### config.mk
export PLATFORM = sky130hd
export DESIGN_NAME = mem_arbiter_flat
export DESIGN_NICKNAME = d
export VERILOG_FILES = /design/src/rtl/mem_arbiter_pkg.sv /design/src/rtl/mem_arbiter_if.sv /design/src/rtl/mem_rr_arb2.sv /design/src/rtl/mem_arbiter.sv /design/src/flat_wrapper.sv
export SDC_FILE = /design/constraint.sdc
export NUM_CORES = 1
export LEC_CHECK = 0
export ABC_AREA = 1
export CAP_MARGIN = 20
export CORE_AREA = 2 2 307 309
export DETAILED_ROUTE_END_ITERATION = 16
export DIE_AREA = 0 0 309 311
export GPL_TIMING_DRIVEN = 0
export PLACE_DENSITY_LB_ADDON = 0.3
export SKIP_LAST_GASP = 1
export SLEW_MARGIN = 15
export SYNTH_ARGS = -nofsm -noshare
export SYNTH_HDL_FRONTEND = slang
export SYNTH_SLANG_ARGS = --single-unit
### constraint.sdc
create_clock -name clk -period 1.5 [get_ports clk]
set_clock_uncertainty 0.05 [all_clocks]
set_input_delay 0.225 -clock clk [delete_from_list [all_inputs] [get_ports clk]]
set_output_delay 0.225 -clock clk [all_outputs]
set_load 0.02 [all_outputs]
### src/rtl/mem_arbiter_pkg.sv
// rtl/mem_arbiter_pkg.sv - shared widths and FSM state encoding for the memory arbiter
package mem_arbiter_pkg;

    localparam int ARCH_BITS        = 32;
    localparam int MEMORY_LINE_BITS = 128;

    typedef enum logic [2:0] {
        ST_IDLE    = 3'd0,
        ST_SETUP   = 3'd1,
        ST_WAIT_RD = 3'd2,
        ST_WAIT_WR = 3'd3,
        ST_ACK     = 3'd4
    } arb_state_e;

    localparam logic OWNER_I = 1'b0;
    localparam logic OWNER_D = 1'b1;

endpackage

### src/rtl/mem_arbiter_if.sv
// rtl/mem_arbiter_if.sv - fetch/data request ports and line-memory bus seen by the arbiter
interface mem_arbiter_if
    import mem_arbiter_pkg::*;
#(
    parameter int ARCH_BITS = mem_arbiter_pkg::ARCH_BITS,
    parameter int LINE_BITS = MEMORY_LINE_BITS
);
    logic                 i_req;
    logic [ARCH_BITS-1:0] i_addr;
    logic                 i_ack;
    logic [LINE_BITS-1:0] i_rdata;

    logic                 d_req;
    logic                 d_we;
    logic [ARCH_BITS-1:0] d_addr;
    logic [LINE_BITS-1:0] d_wdata;
    logic                 d_ack;
    logic [LINE_BITS-1:0] d_rdata;

    logic [ARCH_BITS-1:0] mem_rAddr;
    logic [ARCH_BITS-1:0] mem_wAddr;
    logic [LINE_BITS-1:0] mem_wData;
    logic                 mem_WE;
    logic [LINE_BITS-1:0] mem_rData;
    logic                 mem_rValid;
    logic                 mem_wDone;

    modport slave (
        input  i_req, i_addr,
        output i_ack, i_rdata,
        input  d_req, d_we, d_addr, d_wdata,
        output d_ack, d_rdata,
        output mem_rAddr, mem_wAddr, mem_wData, mem_WE,
        input  mem_rData, mem_rValid, mem_wDone
    );

    modport master (
        output i_req, i_addr,
        input  i_ack, i_rdata,
        output d_req, d_we, d_addr, d_wdata,
        input  d_ack, d_rdata,
        input  mem_rAddr, mem_wAddr, mem_wData, mem_WE,
        output mem_rData, mem_rValid, mem_wDone
    );

endinterface

### src/rtl/mem_rr_arb2.sv
// rtl/mem_rr_arb2.sv - combinational two-way round-robin picker (0 = fetch, 1 = data)
module mem_rr_arb2 (
    input  logic [1:0] req_i,
    input  logic       last_grant_i,
    output logic       grant_valid_o,
    output logic       grant_id_o
);

    always_comb begin
        grant_valid_o = |req_i;
        grant_id_o    = 1'b0;
        case (req_i)
            2'b10:   grant_id_o = 1'b1;
            2'b11:   grant_id_o = ~last_grant_i;
            default: grant_id_o = 1'b0;
        endcase
    end

endmodule

### src/rtl/mem_arbiter.sv
// rtl/mem_arbiter.sv - round-robin arbiter sharing the single-ported line memory between fetch and data
module mem_arbiter
    import mem_arbiter_pkg::*;
#(
    parameter int ARCH_BITS      = mem_arbiter_pkg::ARCH_BITS,
    parameter int LINE_BITS      = MEMORY_LINE_BITS,
    parameter int TIMEOUT_CYCLES = 16,
    parameter int TO_BITS        = 5
) (
    input  logic                clk,
    input  logic                rst,
    mem_arbiter_if.slave        bus,
    output logic                busy,
    output logic                timeout_err
);

    arb_state_e           state_q, state_d;
    logic                 last_grant_q;
    logic                 owner_q;
    logic                 txn_we_q;
    logic [ARCH_BITS-1:0] txn_addr_q;
    logic [LINE_BITS-1:0] txn_wdata_q;
    logic [LINE_BITS-1:0] i_rdata_q;
    logic [LINE_BITS-1:0] d_rdata_q;
    logic [TO_BITS-1:0]   to_cnt_q;
    logic                 timeout_err_q;

    logic                 grant_valid;
    logic                 grant_id;
    logic                 load;
    logic                 rd_done;
    logic                 forced;
    logic                 expired;
    logic [LINE_BITS-1:0] rd_value;

    assign expired  = (to_cnt_q == TO_BITS'(TIMEOUT_CYCLES));
    assign rd_value = bus.mem_rValid ? bus.mem_rData : '0;

    mem_rr_arb2 u_rr (
        .req_i         ({bus.d_req, bus.i_req}),
        .last_grant_i  (last_grant_q),
        .grant_valid_o (grant_valid),
        .grant_id_o    (grant_id)
    );

    always_comb begin
        state_d       = state_q;
        load          = 1'b0;
        rd_done       = 1'b0;
        forced        = 1'b0;
        bus.mem_rAddr = txn_addr_q;
        bus.mem_wAddr = txn_addr_q;
        bus.mem_wData = '0;
        bus.mem_WE    = 1'b0;
        case (state_q)
            ST_IDLE: begin
                if (grant_valid) begin
                    load    = 1'b1;
                    state_d = ST_SETUP;
                end
            end
            ST_SETUP: begin
                // Inverted address on both ports makes the memory restart its delay counters
                bus.mem_rAddr = ~txn_addr_q;
                bus.mem_wAddr = ~txn_addr_q;
                state_d       = txn_we_q ? ST_WAIT_WR : ST_WAIT_RD;
            end
            ST_WAIT_RD: begin
                if (bus.mem_rValid) begin
                    rd_done = 1'b1;
                    state_d = ST_ACK;
                end else if (expired) begin
                    rd_done = 1'b1;
                    forced  = 1'b1;
                    state_d = ST_ACK;
                end
            end
            ST_WAIT_WR: begin
                bus.mem_wData = txn_wdata_q;
                bus.mem_WE    = 1'b1;
                if (bus.mem_wDone) begin
                    state_d = ST_ACK;
                end else if (expired) begin
                    forced  = 1'b1;
                    state_d = ST_ACK;
                end
            end
            ST_ACK:  state_d = ST_IDLE;
            default: state_d = ST_IDLE;
        endcase
    end

    always_ff @(posedge clk or negedge rst) begin
        if (!rst) begin
            state_q      <= ST_IDLE;
            last_grant_q <= 1'b1;
        end else begin
            state_q <= state_d;
            if (load) last_grant_q <= grant_id;
        end
    end

    always_ff @(posedge clk or negedge rst) begin
        if (!rst) begin
            owner_q     <= OWNER_I;
            txn_we_q    <= 1'b0;
            txn_addr_q  <= '0;
            txn_wdata_q <= '0;
        end else if (load) begin
            owner_q     <= grant_id;
            txn_we_q    <= grant_id & bus.d_we;
            txn_addr_q  <= grant_id ? bus.d_addr : bus.i_addr;
            txn_wdata_q <= bus.d_wdata;
        end
    end

    always_ff @(posedge clk or negedge rst) begin
        if (!rst) begin
            to_cnt_q <= '0;
        end else if (state_q == ST_SETUP) begin
            to_cnt_q <= '0;
        end else if (state_q == ST_WAIT_RD || state_q == ST_WAIT_WR) begin
            to_cnt_q <= to_cnt_q + TO_BITS'(1);
        end
    end

    // A forced read completion returns zero rather than whatever the memory is presenting
    always_ff @(posedge clk or negedge rst) begin
        if (!rst) begin
            i_rdata_q     <= '0;
            d_rdata_q     <= '0;
            timeout_err_q <= 1'b0;
        end else begin
            if (rd_done) begin
                if (owner_q == OWNER_D) d_rdata_q <= rd_value;
                else                    i_rdata_q <= rd_value;
            end
            if (forced) timeout_err_q <= 1'b1;
        end
    end

    assign bus.i_ack   = (state_q == ST_ACK) && (owner_q == OWNER_I);
    assign bus.d_ack   = (state_q == ST_ACK) && (owner_q == OWNER_D);
    assign bus.i_rdata = i_rdata_q;
    assign bus.d_rdata = d_rdata_q;
    assign busy        = (state_q != ST_IDLE);
    assign timeout_err = timeout_err_q;

endmodule

### src/flat_wrapper.sv
// flat-port wrapper written by rule: the top's interface ports become plain ports
module mem_arbiter_flat import mem_arbiter_pkg::*;
#(
    parameter int ARCH_BITS      = mem_arbiter_pkg::ARCH_BITS,
    parameter int LINE_BITS      = MEMORY_LINE_BITS,
    parameter int TIMEOUT_CYCLES = 16,
    parameter int TO_BITS        = 5
)
  (clk, rst, busy, timeout_err, bus_i_req, bus_i_addr, bus_i_ack, bus_i_rdata, bus_d_req, bus_d_we, bus_d_addr, bus_d_wdata, bus_d_ack, bus_d_rdata, bus_mem_rAddr, bus_mem_wAddr, bus_mem_wData, bus_mem_WE, bus_mem_rData, bus_mem_rValid, bus_mem_wDone);
  mem_arbiter_if #(.ARCH_BITS(ARCH_BITS), .LINE_BITS(LINE_BITS)) bus_i ();
  input  logic clk;
  input  logic rst;
  output logic busy;
  output logic timeout_err;
  input wire logic [$bits(bus_i.i_req)-1:0] bus_i_req;
  input wire logic [$bits(bus_i.i_addr)-1:0] bus_i_addr;
  output wire logic [$bits(bus_i.i_ack)-1:0] bus_i_ack;
  output wire logic [$bits(bus_i.i_rdata)-1:0] bus_i_rdata;
  input wire logic [$bits(bus_i.d_req)-1:0] bus_d_req;
  input wire logic [$bits(bus_i.d_we)-1:0] bus_d_we;
  input wire logic [$bits(bus_i.d_addr)-1:0] bus_d_addr;
  input wire logic [$bits(bus_i.d_wdata)-1:0] bus_d_wdata;
  output wire logic [$bits(bus_i.d_ack)-1:0] bus_d_ack;
  output wire logic [$bits(bus_i.d_rdata)-1:0] bus_d_rdata;
  output wire logic [$bits(bus_i.mem_rAddr)-1:0] bus_mem_rAddr;
  output wire logic [$bits(bus_i.mem_wAddr)-1:0] bus_mem_wAddr;
  output wire logic [$bits(bus_i.mem_wData)-1:0] bus_mem_wData;
  output wire logic [$bits(bus_i.mem_WE)-1:0] bus_mem_WE;
  input wire logic [$bits(bus_i.mem_rData)-1:0] bus_mem_rData;
  input wire logic [$bits(bus_i.mem_rValid)-1:0] bus_mem_rValid;
  input wire logic [$bits(bus_i.mem_wDone)-1:0] bus_mem_wDone;
  assign bus_i.i_req = bus_i_req;
  assign bus_i.i_addr = bus_i_addr;
  assign bus_i_ack = bus_i.i_ack;
  assign bus_i_rdata = bus_i.i_rdata;
  assign bus_i.d_req = bus_d_req;
  assign bus_i.d_we = bus_d_we;
  assign bus_i.d_addr = bus_d_addr;
  assign bus_i.d_wdata = bus_d_wdata;
  assign bus_d_ack = bus_i.d_ack;
  assign bus_d_rdata = bus_i.d_rdata;
  assign bus_mem_rAddr = bus_i.mem_rAddr;
  assign bus_mem_wAddr = bus_i.mem_wAddr;
  assign bus_mem_wData = bus_i.mem_wData;
  assign bus_mem_WE = bus_i.mem_WE;
  assign bus_i.mem_rData = bus_mem_rData;
  assign bus_i.mem_rValid = bus_mem_rValid;
  assign bus_i.mem_wDone = bus_mem_wDone;
  mem_arbiter #(.ARCH_BITS(ARCH_BITS), .LINE_BITS(LINE_BITS), .TIMEOUT_CYCLES(TIMEOUT_CYCLES), .TO_BITS(TO_BITS)) u_core (.clk(clk), .rst(rst), .bus(bus_i), .busy(busy), .timeout_err(timeout_err));
endmodule
# Yosys cells after proc, flatten, opt, wreduce, memory -nomap -nowiden
# Cells that the tools add are included.
dict set report totals {
  regBits 428
  in_bits 327
  out_inout_bits 453
  wordCells 54
}
dict set report op_classes {
  bitwise 4
  n_reduce_logical 9
  eq_ne 8
  mux 22
  addsub 1
}
# cell n
set op_table {}
lappend op_table {{128-bit 2-to-1 mux} 2}
lappend op_table {{32-bit 2-to-1 mux} 2}
lappend op_table {{32-bit NOT} 1}
lappend op_table {{3-bit 2-to-1 mux} 4}
lappend op_table {{3-bit one-hot mux with 4 select lines} 1}
lappend op_table {{5-bit 2-to-1 mux} 2}
lappend op_table {{1-bit 2-to-1 mux} 9}
lappend op_table {{3-bit by 2-bit == test with 1-bit output, second input constant} 2}
lappend op_table {{5-bit by 1-bit adder with 5-bit output, second input constant} 1}
lappend op_table {{5-bit == test, second input constant} 1}
lappend op_table {{2-bit == test, second input constant} 2}
lappend op_table {{1-bit one-hot mux with 2 select lines} 2}
lappend op_table {{2-bit AND reduction} 2}
lappend op_table {{3-bit by 1-bit == test with 1-bit output, second input constant} 1}
lappend op_table {{3-bit == test, second input constant} 1}
lappend op_table {{3-bit logical NOT} 1}
lappend op_table {{3-bit nonzero test} 1}
lappend op_table {{1-bit logical AND} 2}
lappend op_table {{2-bit by 1-bit != test with 1-bit output, second input constant} 1}
lappend op_table {{1-bit NOT} 2}
lappend op_table {{2-bit nonzero test} 1}
lappend op_table {{2-bit OR reduction} 1}
lappend op_table {{1-bit bitwise AND} 1}
lappend op_table {{1-bit logical OR} 1}

# Longest topological paths before layout
# Gate-level depths: netlist of the first run.
dict set report logic_depth {
  depth_word 5
  ltp_mapped 11
  mapped_depth_nobuf 9
}

# Modules after synthesis
# From an unflattened synthesis of the first run, not the netlist that was laid out.
dict set report unflattened {
  hier_cells 2219
  hier_area_um2 18726.7
}
# mod area_per_inst_um2 n_inst cells_each
set by_module_without_submodules {}
lappend by_module_without_submodules {mem_arbiter 18711.7 1 2216}
lappend by_module_without_submodules {mem_rr_arb2 15.0 1 3}

# Least setup slack after synthesis of the first run
# No wires, ideal clock.
dict set report synth_timing {
  path_type {flip-flop to output port}
  start {register u_core.state_q[2]}
  end {output port bus_mem_wAddr[10]}
  path_stages_with_launch 6
  t_required_ns 1.225
  setup_slack_ns -0.355
  arrival_ns 1.580
  path_cell_list {dfrtp_1 -> inv_2 -> nand3_1 -> buf_4 -> xor2_1 -> buf_4}
}
dict set report synth_via {
  elab_chain_cells 2
}
# item line_no
set synth_rtl {}
lappend synth_rtl {{start: declaration} mem_arbiter.sv:17} ;# arb_state_e state_q, state_d;
lappend synth_rtl {{start signal: assignment} mem_arbiter.sv:98} ;# state_q <= state_d;
lappend synth_rtl {{3-bit by 1-bit == test with 1-bit output} -}
lappend synth_rtl {{32-bit 2-to-1 mux} -}
lappend synth_rtl {{end: declaration} flat_wrapper.sv:26} ;# output wire logic [$bits(bus_i.mem_wAddr)-1:0] bus_mem_wAddr;
# No other way between the ends.

# Worst setup path after layout of the first run
dict set report layout_timing {
  start {register u_core.state_q[2]}
  end {output port bus_mem_wAddr[10]}
}
dict set report layout_via {
  elab_chain_cells 2
}
# item line_no
set layout_rtl {}
lappend layout_rtl {{3-bit by 1-bit == test with 1-bit output} mem_arbiter.sv:55} ;# case (state_q)
lappend layout_rtl {{32-bit 2-to-1 mux} mem_arbiter.sv:55}
# No other way between the ends.

==> results.txt, run 1 <==
Slew Limit Fails -> 0
DP HPWL -> 67300 µm
Clk root buf -> clkbuf_16
Top delay family on crit path -> buffers and inverters
DRT Wirelength -> 91090 µm
Initial antenna violation count -> 9
Post-place setup slack -> -2021 ps
Setup crit end kind -> primary output
Fin cells -> 4418
Clock Latency Late Sink -> 620 ps
Die Area -> 96100 µm²
GRT Residual Overflow -> 0
Final Setup Violations -> 877
Final hold vios -> 76
H-tree depth -> 2
Core Region -> 92770 µm²
Clk pwr share -> 17.2%
First-pass GRT wire length -> 127200 µm
Synth top area cells -> dfrtp_1 57%, nand2_1 16%, nand4_1 8.5%
CP max stage cell -> dfrtp_2
Leak -> 0.01517 µW
Critical path peak fanout -> 10
Layout area overhead -> 75.83%
CP cell instances -> inv_4 -> nand3_4 -> buf_12 -> buf_16 -> xor2_4 -> buf_4 -> clkdlybuf4s15_2
Maximum clock path buffer count -> 3
Sw Ratio -> 43.68%
Antenna-violating nets left -> 0
Worst Path Required -> 1220 ps
Internal power -> 42470 µW
TNS Setup -> -436020 ps
Fmax -> 411.2 MHz
TritonCTS Buffers -> 52
Vias per cell -> 4.262
Synth area leader -> dfrtp_1
VDD IR max -> 1841 µV
Clk sinks -> 428
Port Buffers -> 778
Vias in the first global route -> 18700
GPL Wtd Cong -> 0.8613
Row count -> 112
PwrDens -> 2283 nW/µm²
Register area -> 10720 µm²
IO Count -> 780
Die H -> 311 µm
Via count -> 18830
Layout cells sized above 1 -> 21.25%
Fin nets -> 3454
CTS tree -> yes
Initial Util -> 20.25%
MaxCap Viol Count -> 0
FF+latch count, synth -> 428
Initial DRC Count -> 1191
RR Startpoint -> u_core.state_q[2]
Critical Path AT -> 2160 ps
Post-synthesis sequential area ratio -> 57.02%
R2R Setup Slk -> -930 ps
Kind of critical path -> reg2out
Cell area after synthesis -> 18780 µm²
Syn Nets -> 2544
Avg Cell Area, Syn -> 8.480 µm²
Post-synth top area share -> 56.88%
Worst setup margin -> -931.7 ps
Post-DP Area -> 28550 µm²
Reg2reg end -> u_core.to_cnt_q[3]
Worst-Margin Slew -> 769.1 ps
Final hold slack -> -457.2 ps
Fin crit period -> 2432 ps
Switching power -> 32940 µW
CP bufs+invs -> 5
Max incr delay on CP -> 440 ps
Drt pass-1 iters -> 5
DR DRC count -> 0
Count of unique library cells instantiated by Yosys -> 22
Total global-route track usage -> 17.70%
Status -> complete, but fails checks
Reg clk slew, reported paths -> 70 ps
Die Width -> 309 µm
YS warnings -> 0
RSZ-0062 raised after global routing -> yes
HP Class -> in2async
Cells after DPL -> 4253
Post-route cell area -> 33030 µm²
R2R depth -> 17
Pin count of the biggest net entering global routing -> 97
Reg power frac -> 25.8%
Slew HR -> 48.73%
WL per Instance -> 20.62 µm
Synthesized netlist cell count -> 2215
Fin crit share -> 162.1%
Setup crit start kind -> flip-flop
Multi-input logic area -> 7875 µm²
Fill cells -> 9677
Combinational share of power -> 57.0%
Failing checks -> negative hold slack, negative setup slack
CP startpoint -> u_core.state_q[2]
synth_stat cells (all sizes together):
| master | count |
|---|---|
| nand4 | 256 |
| o21ai | 170 |
| clkbuf | 73 |
| o211ai | 1 |
| nor3 | 1 |
| xor2 | 32 |
| clkinv | 1 |
| a21oi | 1 |
| nor2 | 139 |
| nand3 | 8 |
| dfrtp | 427 |
| ha | 2 |
| nand2 | 796 |
| inv | 177 |
| buf | 130 |
| dfstp | 1 |
worst max-delay path by stage:
stage          cells after the start  slack, ps                endpoint
5_1_grt                           17      -1020      u_core.to_cnt_q[3]
3_5_place_dp                       5      -2020               bus_d_ack
3_3_place_gp                       1     -20530  u_core.txn_wdata_q[34]
6_report                           7       -930       bus_mem_wAddr[10]
2_1_floorplan                      6       -270       bus_mem_wData[10]
4_1_cts                            6      -1050       bus_mem_wAddr[27]
per-layer routing:
| metal | up-vias | GRT usage [%] | wire, µm |
|---|---|---|---|
| met3 | 137 | 5.497 | 7441 |
| met4 | 14 | 5.229 | 2676 |
| li1 | 8892 | - | - |
| met2 | 690 | 30.58 | 44990 |
| met1 | 9096 | 20.88 | 35890 |
| met5 | - | 0 | 91 |
per-stage QoR:
step                util (%)  total power [µW]
floorplan                  -             38510
global placement       30.61             57370
detailed placement     30.77             57580
CTS                    32.67             70950
global route           35.60             79910
finish                 35.60             75410
layout make-up:
cell class / instances / area share [%]
repair buffers: 858 / 27.23
well taps: 1254 / 4.751
inverters: 178 / 2.103
clock inverters: 11 / 0.5001
diodes: 2 / 0.01515
flip-flops and latches: 428 / 32.44
multi-input cells: 1406 / 23.84
clock buffers: 80 / 4.716
plain buffers: 201 / 4.398
worst reg2reg max path, cell delays in order (launching register included):
cell and delay (ps):
dfrtp_2 440, inv_4 80, nand3_4 70, buf_12 160, buf_6 120, buf_4 110, buf_4 120, buf_4 120
buf_4 120, buf_4 120, buf_4 120, buf_4 120, buf_4 120, buf_4 120, buf_4 120, buf_4 120
nand2_2 50, o21ai_2 50
repair_timing:
| item | 4_1_cts | 5_1_grt |
|---|---|---|
| cloned | 0 | 21 |
| endpoints found under the hold margin | 77 | 76 |
| gates resized for setup | 829 | 713 |
| setup buffers | 23 | 33 |
| pin swaps | 2 | 8 |
| setup endpoints to repair | 877 | 877 |
registers in the layout, indices dropped and copies added, names as in the netlist:
register,flops
u_core.bus.d_rdata,128
u_core.txn_addr_q,32
u_core.txn_wdata_q,128
u_core.to_cnt_q,5
u_core.bus.i_rdata,128
u_core.state_q,3
u_core.last_grant_q,1
u_core.owner_q,1
u_core.timeout_err,1
u_core.txn_we_q,1
cells in the final DEF (no fill, tap or decap), types with 79 or more instances in the layout:
| master | instances |
|---|---|
| nand2_1 | 791 |
| clkdlybuf4s50_1 | 581 |
| dfrtp_1 | 424 |
| nand4_1 | 256 |
| inv_1 | 173 |
| o21ai_0 | 158 |
| buf_6 | 148 |
| nor2_4 | 133 |
| buf_4 | 120 |
| clkbuf_1 | 79 |
cell families (layout without fill, tap and decap cells):
| kind of cell | count (synthesis) | after routing | share of synthesized area [%] |
|---|---|---|---|
| buffers and inverters | 381 | 1328 | 9.185 |
| adders and majority gates | 2 | 2 | 0.1332 |
| AOI/OAI and AO/OA | 172 | 172 | 4.596 |
| and+or+nand+nor | 1200 | 1200 | 27.57 |
| other | 0 | 2 | 0 |
| DFF | 428 | 428 | 57.02 |
| xor gates and xnor gates | 32 | 32 | 1.492 |
power by group through the flow:
stage               clock network, µW  registers, µW  logic, µW
floorplan                           0          23100      15400
global placement                    0          19700      37700
detailed placement                  0          19600      38000
CTS                             13300          19500      38100
global route                    13800          20100      46100
finish                          13000          19500      43000
Note: power is estimated with default switching activity, not from simulation.
==> run 2: changes to the inputs <==
- ABC_CLOCK_PERIOD_IN_PS: not set -> 1500
- CORE_AREA: 2 2 307 309 -> 8 8 301 303
- DONT_BUFFER_PORTS: not set -> 1
==> run 2 against run 1 <==
The flow still finishes with violations (negative hold slack, negative setup slack). Sequential share of layout area grew 6.4 points. Final cell count shrank 14%. Design area fell by 17%. Flip-flop and latch count stayed put. Critical path depth is 2 lower. Combinational power fell by 37%. Non-clock buffer count decreased by 501. Sequential power rose by 29%.
==> results.txt, run 2 (synthesis results as in run 1) <==
Setup crit end kind -> primary output
Final hold slack -> -721.4 ps
HP Class -> in2async
Fin crit share -> 165.7%
DR DRC count -> 0
Critical Path AT -> 2210 ps
Total global-route track usage -> 17.38%
CTS tree -> yes
Cells after DPL -> 3373
Post-DP Area -> 20520 µm²
Initial Util -> 21.86%
Layout area overhead -> 46.75%
Fmax -> 402.3 MHz
Reg clk slew, reported paths -> 70 ps
Initial DRC Count -> 1193
Register area -> 10720 µm²
Vias per cell -> 4.539
DP HPWL -> 66530 µm
Layout cells sized above 1 -> 16.54%
MaxCap Viol Count -> 0
RSZ-0062 raised after global routing -> yes
Initial antenna violation count -> 8
Multi-input logic area -> 7988 µm²
VDD IR max -> 1788 µV
Slew HR -> 21.25%
Kind of critical path -> reg2out
Die Width -> 309 µm
Fill cells -> 8898
Final Setup Violations -> 622
Final core utilization -> 32.08%
First-pass GRT wire length -> 127400 µm
Clk sinks -> 428
Vias in the first global route -> 18320
PwrDens -> 2348 nW/µm²
Status -> complete, but fails checks
TritonCTS Buffers -> 49
Most frequent cells in the layout -> 779 x nand2_1, 424 x dfrtp_1, 324 x dlygate4sd3_1
Drt pass-1 iters -> 5
Most common cell after layout, fill and taps aside -> nand2_1
GPL Wtd Cong -> 0.8945
Fin crit period -> 2486 ps
H-tree depth -> 2
Fin cells -> 3819
TNS Setup -> -399580 ps
DRT Wirelength -> 89000 µm
Fin nets -> 2950
Antenna-violating nets left -> 0
Critical path peak fanout -> 10
Leak -> 0.01275 µW
Post-CTS Hold Buffers -> 324
Clock Latency Late Sink -> 610 ps
Worst Path Required -> 1220 ps
Failing checks -> negative hold slack, negative setup slack
Post-route cell area -> 27570 µm²
Die H -> 311 µm
Core Region -> 85940 µm²
Via count -> 17340
WL per Instance -> 23.31 µm
Port Buffers -> 0
Die Area -> 96100 µm²
Worst setup margin -> -985.8 ps
Worst-Margin Slew -> 1181 ps
Pin count of the biggest net entering global routing -> 429
Clk root buf -> clkbuf_16
Overall power -> 64720 µW
GRT Residual Overflow -> 0
Row count -> 108
Slew Limit Fails -> 0
Setup crit start kind -> flip-flop
Final hold vios -> 428
IO Count -> 780
Maximum clock path buffer count -> 3
==> run 2: changes by cell type in the layout (fill, tap and decap cells not counted), sizes merged <==
cell / previous run / this run
clkdlybuf4s50: 581 / 0
dlygate4sd3: 0 / 324
buf: 359 / 160
clkbuf: 181 / 150
clkdlybuf4s15: 17 / 0
clkinv: 6 / 8
clkinvlp: 2 / 4
diode: 2 / 4
dlygate4sd2: 1 / 0
inv: 178 / 177
==> run 2: layer usage <==
layer	vias up	routed length [µm]	track usage, %
met4	2	3444	6.043
li1	7881	-	-
met5	-	12	0
met1	8526	33510	19.70
met2	777	44400	30.54
met3	150	7634	5.427
==> run 2: through the flow <==
stage          setup slack [ps]  hold slack [ps]
3_3_place_gp              -1609           -108.2
6_report                 -985.8           -721.4
3_5_place_dp              -1595           -107.6
2_1_floorplan            -274.8           -120.6
5_1_grt                   -1116           -762.0
4_1_cts                   -1101           -764.5
==> run 2: final cells by class <==
cell class | instances | share of cell area (%)
Multi-Input combinational cell | 1406 | 28.98
Antenna cell | 4 | 0.03631
Buffer | 203 | 5.124
Clock buffer | 76 | 5.251
Inverter | 178 | 2.446
Timing Repair Buffer | 355 | 13.33
Clock inverter | 14 | 0.7262
Sequential cell | 428 | 38.87
Tap cell | 1155 | 5.242
==> run 2: path summary, 6_finish.rpt <==
path | from | to | slack, ps | depth (start not counted)
max | u_core.state_q[2] | bus_mem_wData[99] | -990 | 5
min | rst | u_core.bus.d_rdata[69] | -720 | 0
max reg2reg | u_core.state_q[2] | u_core.bus.d_rdata[6] | -740 | 7
min reg2reg | u_core.last_grant_q | u_core.last_grant_q | 420 | 2
max in group asynchronous | rst | u_core.txn_wdata_q[96] | 1140 | 0
min in group clk | bus_mem_rValid | u_core.state_q[2] | 10 | 5
==> run 2: worst max-delay path, cell delays in order (launching register included) <==
cell     delay [ps]
dfrtp_2         470
nor2_4          400
inv_2           100
buf_8           180
buf_8           170
nor2_4          260
==> run 2: power breakdown <==
part           total, µW  switching [µW]  internal (µW)
clock network      12400            5180           7180
registers          25100            8160          16900
logic              27300           18100           9200
==> run 2: timing repair <==
action	CTS	global route
cloned	2	4
gates resized for setup	294	155
endpoints found under the hold margin	849	428
buffers inserted	7	17
pin swaps	6	25
setup endpoints to repair	639	637
